$ cat src/rtl/axi_read_arbiter.sv
// Round-robin arbiter sharing one single-beat 128-bit AXI read port among NUM_REQ requesters.
// Optional R-wait timeout is enabled by defining AXI_RD_TIMEOUT_EN.
module axi_read_arbiter #(
  parameter int NUM_REQ        = 3,
  parameter int ADDR_WIDTH     = 32,
  parameter int AXI_DATA_WIDTH = 128,
  parameter int ID_WIDTH       = 4,
  parameter int TIMEOUT_CYCLES = 1023
) (
  input  logic                          clk,
  input  logic                          rst_n,
  input  logic [NUM_REQ-1:0]            req_valid,
  output logic [NUM_REQ-1:0]            req_ready,
  input  logic [NUM_REQ*ADDR_WIDTH-1:0] req_addr,
  input  logic [NUM_REQ*3-1:0]          req_size,
  output logic [NUM_REQ-1:0]            rsp_valid,
  output logic [AXI_DATA_WIDTH-1:0]     rsp_data,
  output logic [1:0]                    rsp_resp,
  output logic                          arvalid,
  input  logic                          arready,
  output logic [ADDR_WIDTH-1:0]         araddr,
  output logic [ID_WIDTH-1:0]           arid,
  output logic [2:0]                    arsize,
  output logic [7:0]                    arlen,
  output logic [1:0]                    arburst,
  input  logic                          rvalid,
  output logic                          rready,
  input  logic [AXI_DATA_WIDTH-1:0]     rdata,
  input  logic [1:0]                    rresp,
  input  logic [ID_WIDTH-1:0]           rid,
  input  logic                          rlast
);

  localparam int PTR_W = (NUM_REQ > 1) ? $clog2(NUM_REQ) : 1;

  typedef enum logic [1:0] {
    IDLE = 2'd0,
    AR   = 2'd1,
    R    = 2'd2
  } state_t;

  state_t                state, state_next;
  logic [PTR_W-1:0]      rr_ptr;
  logic [PTR_W-1:0]      grant_idx;
  logic [PTR_W-1:0]      ptr_after_grant;
  logic                  grant_found;
  logic                  grant_ok;
  logic                  beat_match;
  logic                  timeout_hit;
  logic [ADDR_WIDTH-1:0] addr_slice [NUM_REQ];
  logic [2:0]            size_slice [NUM_REQ];
  logic                  unused_ok;

  always_comb begin
    for (int i = 0; i < NUM_REQ; i++) begin
      addr_slice[i] = req_addr[i*ADDR_WIDTH +: ADDR_WIDTH];
      size_slice[i] = req_size[i*3 +: 3];
    end
  end

  // First valid requester at or above rr_ptr, wrapping around.
  always_comb begin
    logic [PTR_W:0] cand_sum;
    logic [PTR_W:0] next_sum;
    grant_found = 1'b0;
    grant_idx   = '0;
    cand_sum    = '0;
    for (int k = 0; k < NUM_REQ; k++) begin
      cand_sum = {1'b0, rr_ptr} + (PTR_W+1)'(k);
      if (cand_sum >= (PTR_W+1)'(NUM_REQ))
        cand_sum = cand_sum - (PTR_W+1)'(NUM_REQ);
      if (!grant_found && req_valid[cand_sum[PTR_W-1:0]]) begin
        grant_found = 1'b1;
        grant_idx   = cand_sum[PTR_W-1:0];
      end
    end
    next_sum = {1'b0, grant_idx} + (PTR_W+1)'(1);
    if (next_sum >= (PTR_W+1)'(NUM_REQ))
      next_sum = '0;
    ptr_after_grant = next_sum[PTR_W-1:0];
  end

  // The rsp_valid cycle is spent in IDLE without granting.
  assign grant_ok   = rst_n && (state == IDLE) && (rsp_valid == '0) && grant_found;
  assign req_ready  = grant_ok ? (NUM_REQ'(1) << grant_idx) : '0;
  assign beat_match = (state == R) && rvalid && (rid == arid);

  assign arvalid = (state == AR);
  assign rready  = (state == R);
  assign arlen   = 8'd0;
  assign arburst = 2'b01;

`ifdef AXI_RD_TIMEOUT_EN
  localparam int TO_W = $clog2(TIMEOUT_CYCLES + 1);
  logic [TO_W-1:0] to_cnt;

  always_ff @(posedge clk or negedge rst_n) begin
    if (!rst_n)
      to_cnt <= '0;
    else if (state != R)
      to_cnt <= '0;
    else if (!beat_match)
      to_cnt <= to_cnt + TO_W'(1);
  end

  assign timeout_hit = (state == R) && !beat_match && (to_cnt == TO_W'(TIMEOUT_CYCLES - 1));
`else
  assign timeout_hit = 1'b0;
`endif

  always_comb begin
    state_next = state;
    case (state)
      IDLE:    if (grant_ok) state_next = AR;
      AR:      if (arready) state_next = R;
      R:       if (beat_match || timeout_hit) state_next = IDLE;
      default: state_next = IDLE;
    endcase
  end

  always_ff @(posedge clk or negedge rst_n) begin
    if (!rst_n) begin
      state     <= IDLE;
      rr_ptr    <= '0;
      araddr    <= '0;
      arid      <= '0;
      arsize    <= '0;
      rsp_valid <= '0;
      rsp_data  <= '0;
      rsp_resp  <= '0;
    end else begin
      state     <= state_next;
      rsp_valid <= '0;
      if (grant_ok) begin
        araddr <= addr_slice[grant_idx];
        arsize <= size_slice[grant_idx];
        arid   <= ID_WIDTH'(grant_idx);
        rr_ptr <= ptr_after_grant;
      end
      if (beat_match) begin
        rsp_data  <= rdata;
        rsp_resp  <= rresp;
        rsp_valid <= NUM_REQ'(1) << arid;
      end else if (timeout_hit) begin
        rsp_data  <= '0;
        rsp_resp  <= 2'b10;
        rsp_valid <= NUM_REQ'(1) << arid;
      end
    end
  end

  // rlast carries no information with single-beat reads.
  assign unused_ok = rlast | (TIMEOUT_CYCLES == 0);

endmodule

$ cat config.mk
export PLATFORM = sky130hd
export DESIGN_NAME = axi_read_arbiter
export DESIGN_NICKNAME = d
export VERILOG_FILES = /design/src/rtl/axi_read_arbiter.sv
export SDC_FILE = /design/constraint.sdc
export NUM_CORES = 1
export LEC_CHECK = 0
export BUFFER_PORTS_ARGS = -buffer_cell sky130_fd_sc_hd__buf_2
export CAP_MARGIN = 20
export CORE_AREA = 4 4 169 171
export CTS_CLUSTER_SIZE = 30
export DETAILED_ROUTE_END_ITERATION = 8
export DIE_AREA = 0 0 173 175
export PLACE_DENSITY = 0.69
export SYNTH_ARGS = -nofsm -noshare
export SYNTH_HDL_FRONTEND = slang
export SYNTH_SLANG_ARGS = --single-unit
$ cat constraint.sdc
create_clock -name clk -period 2.7 [get_ports clk]
set_input_delay 0.405 -clock clk [delete_from_list [all_inputs] [get_ports clk]]
set_output_delay 0.405 -clock clk [all_outputs]
set_load 0.005 [all_outputs]
* After elaboration in Yosys (flattened, before gate mapping)
Index checks and enable logic that the tools add are counted.
** Word-level totals
- Flip-flop bits (word level) :: 174
- Output and inout bits :: 187
** Operators by class
- Add/subtract/negate cells :: 6
- Order comparisons :: 8
- Equal/unequal tests :: 6
- Shift operators :: 2
- Mux-type cells :: 28
- Bitwise gates (word level) :: 1
- Reductions and logical operators :: 12
** Operator list (count)
- $bmux W32 S2 :: 1
- $mux W32 :: 2
- $mux W2 :: 10
- $mux W3 :: 4
- $ge A3 B2 Y1 const B :: 3
- $lt A2 B3 Y1 const B :: 3
- $logic_and A1 B1 Y1 :: 7
- $add A2 B1 Y3 const B :: 2
- $bmux W1 S2 :: 3
- $bmux W3 S2 :: 1
- $mux W1 :: 6
- $pmux W2 S3 :: 1
- $shl A1 B2 Y3 const A :: 2
- $sub A2 B2 Y2 const B :: 3
- $eq A4 B2 Y1 :: 1
- $ne A2 B1 Y1 const B :: 2
- $add A2 B2 Y3 const B :: 1
- $ge A3 B3 Y1 const B :: 1
- $logic_not A3 Y1 :: 1
- $not A2 Y3 :: 1
- $reduce_and A3 Y1 :: 1
- $eq A2 B1 Y1 const B :: 1
- $eq A2 B2 Y1 const B :: 1
- $ge A2 B2 Y1 const B :: 1
- 3 further kinds :: 4

* Depth between registers and ports, before layout
- Word-level depth :: 15
- Mapped depth :: 11
- Mapped depth without buffers :: 7

* Worst setup path before layout
OpenSTA, ideal clock, no wires.
- Path kind :: flip-flop to output port
- From :: register rr_ptr[1]
- To :: output port req_ready[0]
- Arrival time :: 1.906 ns
- Data required time :: 2.295 ns
- Slack :: 0.389 ns
- Cell stages (with the launch flop) :: 9
- Buffers on the path :: 2
- Cells stage by stage :: dfrtp_1 inv_1 ha_1 buf_6 mux2i_4 a2bb2oi_4 nand3_1 buf_2 a21oi_1
** On the way
- Longest elaborated chain between the ends :: 13
** Ends and longest elaborated chain
- from (decl) :: line 43 : logic [PTR_W-1:0] rr_ptr;
- from (signal assigned) :: line 138 : rr_ptr <= ptr_after_grant;
- branches (longest 12 deep; another with $add A2 B1 Y3)
- $mux W3 * :: line 85 : assign req_ready = grant_ok ? (NUM_REQ'(1) << grant_idx) : '0;
- to (decl) :: line 13 : output logic [NUM_REQ-1:0] req_ready,
Mark *: on every way between the ends. The select of a mux whose other input is x is not followed.

* Worst setup path after layout
- From :: register rr_ptr[0]
- To :: output port req_ready[1]
Same word-level chain as after synthesis.

==> reports/metrics.csv <==
metric,value,unit
drt-initial-drc-count,542,
root_buffer,clkbuf_16,
crit_family,compound AO/OA/AOI/OAI gates,
final_cell_mix,"buf_2 (418), dfrtp_1 (174), mux2_2 (130)",
pre_cts_ws,-119.8,ps
ioPinCount,434,
hpwl,20.49,mm
violations,negative setup slack,
vias,7434,
p_total,13730,uW
final_nets,1329,
grt_pass1_vias,7694,
cts_buffers,17,
port_buffers,420,
wl_per_cell,19.65,um
hold-worst-slack,141.7,ps
cts_hold_buf,0,
coreArea,0.02688,mm2
die_h,175,um
cp.arrival,2320,ps
drive_above_1_share,59.76,%
area_growth,38.93,%
drtPass1Iterations,5,
synth.avg_cell_area,12.50,um2
num-fill-cells,2577,
fin_crit_sh,100.8,%
dieWidth,173,um
cts_tree,built,
setup_violations,3,
cp_slowest_cell,dfrtp_1,
finalSetupTns,-29.51,ps
fmax,367.6,MHz
critPathLaunchType,flip-flop,
clk-insertion-delay-late,420,ps
worst_ir_drop_vdd,0.5558,mV
die_area,0.03028,mm2
synth-seq-area-share,52.62,%
num_rows,60,
final_common_cell,buf_2,
worstMarginPinSlew,880.2,ps
floorplan.initialDensity,30.79,%
clockBufferDepth,2,
rsz0062_at_grt,yes,
routed_wl,28.25,mm
drc,0,
synthCells,662,
grt_pass1_wl,43.27,mm
synth_flop_cell,dfrtp_1,
critPathBufInv,3,
grt_usage,17.63,%
grt_max_degree,78,
syn-cell-area,0.008275,mm2
synth-async-reset-ratio,100.0,%
postLayoutCellArea,0.01150,mm2
placed_cell_area,0.01065,mm2
avgViaCountPerCell,5.170,
slowest_delay,430,ps
finalHoldViolations,0,
antenna_found_initial,6,
p_per_area,1195,mW/mm2
max-cap-violations,0,
required,2300,ps
grt_overflow,0,
leakage,0.006026,uW
finalMaxSlewViolations,0,
final_antenna_net_count,0,
slew_headroom,41.32,%
synth_enable_flop_cells,0,
yosysWarnings,0,
finClkSkew,17.46,ps
crit_fanout,7,
fin_crit,2720,ps
path_clk_slew,80,ps
status,finished with violations,
synth.ff_latch_count,174,
path_cells,buf_6 -> ha_4 -> mux2i_4 -> buf_4 -> o2bb2ai_4 -> o32ai_1 -> o21ai_2 -> nor2_2 -> buf_2,
cp-end-kind,output port,
setup_slack,-20.32,ps
cts.sinks,174,
synth.distinct_cells,50,
place_congestion,0.8645,
hp-class,input port to asynchronous set/reset pin,
ctsHtreeMaxLevel,4,
path_class,flip-flop to output port,
[per-stage QoR]
step                      cells  utilization, %
after floorplan             672               -
after global placement     1382           39.64
after detailed placement   1382           39.64
after CTS                  1419           42.27
after global routing       1437           42.77
final                      1438           42.78
[flip-flops by register name, summed over array words and instances, names as in the netlist]
signal / flops
arid: 2
rsp_resp: 2
rr_ptr: 2
arsize: 3
rsp_data: 128
araddr: 32
state: 2
rsp_valid: 3
[kinds of logic after synthesis]
family                   Yosys count  share of synthesized area [%]
XOR/XNOR                           2                         0.2117
adder cells (fa/ha/maj)            4                         0.6048
AND/OR/NAND/NOR                   66                          4.521
multiplexers                     133                          18.25
AO/OA/AOI/OAI                    164                          15.71
flip-flops                       174                          52.62
buffers and inverters            117                          7.998
other                              2                        0.09075
[per-layer routing]
metal	vias up	part of all wire [%]	wire length (um)	GRT usage, %
met5	-	0	0	0
met4	0	1.9	544	5.221
met3	45	9.1	2575	5.366
met2	434	50	14100	29.75
met1	3628	39	11030	21.90
li1	3327	-	-	-
[report_power, final]
part | leakage (uW) | internal (uW) | switching, uW
clock | 0.000291 | 1260 | 1220
combinational | 0.00349 | 3120 | 3600
sequential | 0.00225 | 3890 | 656
[synth_stat cells (2+ instances only)]
library cell    n  area [um2]
and3_1          3       18.77
o21ai_0         5       25.02
o32ai_1        36       315.3
clkbuf_1        9       33.78
ha_1            4       50.05
nand2b_1        3       18.77
nand3_1        37       185.2
buf_4          25       187.7
nor2_1          5       18.77
nor2b_1         3       18.77
inv_1          40       150.1
buf_6          12       135.1
conb_1          2       7.510
o311ai_0        7       61.31
nor3b_1         2       15.01
buf_2          31       155.2
mux2_2        130        1464
a31oi_1        70       437.9
a31o_2          2       17.52
a21o_1          2       15.01
o311ai_1       28       245.2
nand2_1         4       15.01
xor2_1          2       17.52
dfrtp_1       174        4354
[area by class of cell]
| class | count | area, um2 | share of cell area, % |
|---|---|---|---|
| antenna | 6 | 15.01 | 0.1306 |
| clock buffer | 18 | 429.2 | 3.733 |
| clock inverter | 14 | 172.7 | 1.502 |
| inverter | 40 | 150.1 | 1.306 |
| multi-input combinational | 381 | 3397 | 29.55 |
| sequential | 174 | 4354 | 37.87 |
| tap | 341 | 426.7 | 3.711 |
| timing repair buffer | 464 | 2552 | 22.20 |
[worst reg2reg max path, delay by kind of cell, from the launching register on]
family / cells / cell delay (ps)
AOI/OAI and AO/OA: 4 / 1530
DFF: 1 / 430
buffers and inverters: 2 / 290
muxes: 1 / 200
adders and majority gates: 1 / 170
[path summary, 6_finish.rpt]
kind                                   start  cells past startpoint  slack (ps)       endpoint
worst max-delay path               rr_ptr[0]                      9         -20   req_ready[1]
min in group clk                   rdata[36]                      2         210   rsp_data[36]
worst min register to register  rsp_data[65]                      1         500   rsp_data[65]
worst max register to register     rr_ptr[0]                      8         -10     araddr[15]
max in group asynchronous              rst_n                      3        1290     araddr[31]
worst min-delay path                   rst_n                      2         140  rsp_data[111]
[timing repair]
| action | in CTS | in global routing |
|---|---|---|
| gates resized for setup | 15 | 7 |
| buffers inserted | 5 | 13 |
| pin swaps | 6 | 12 |
| endpoints found under the setup margin | 6 | 30 |
Note: power is estimated with default switching activity, not from simulation.
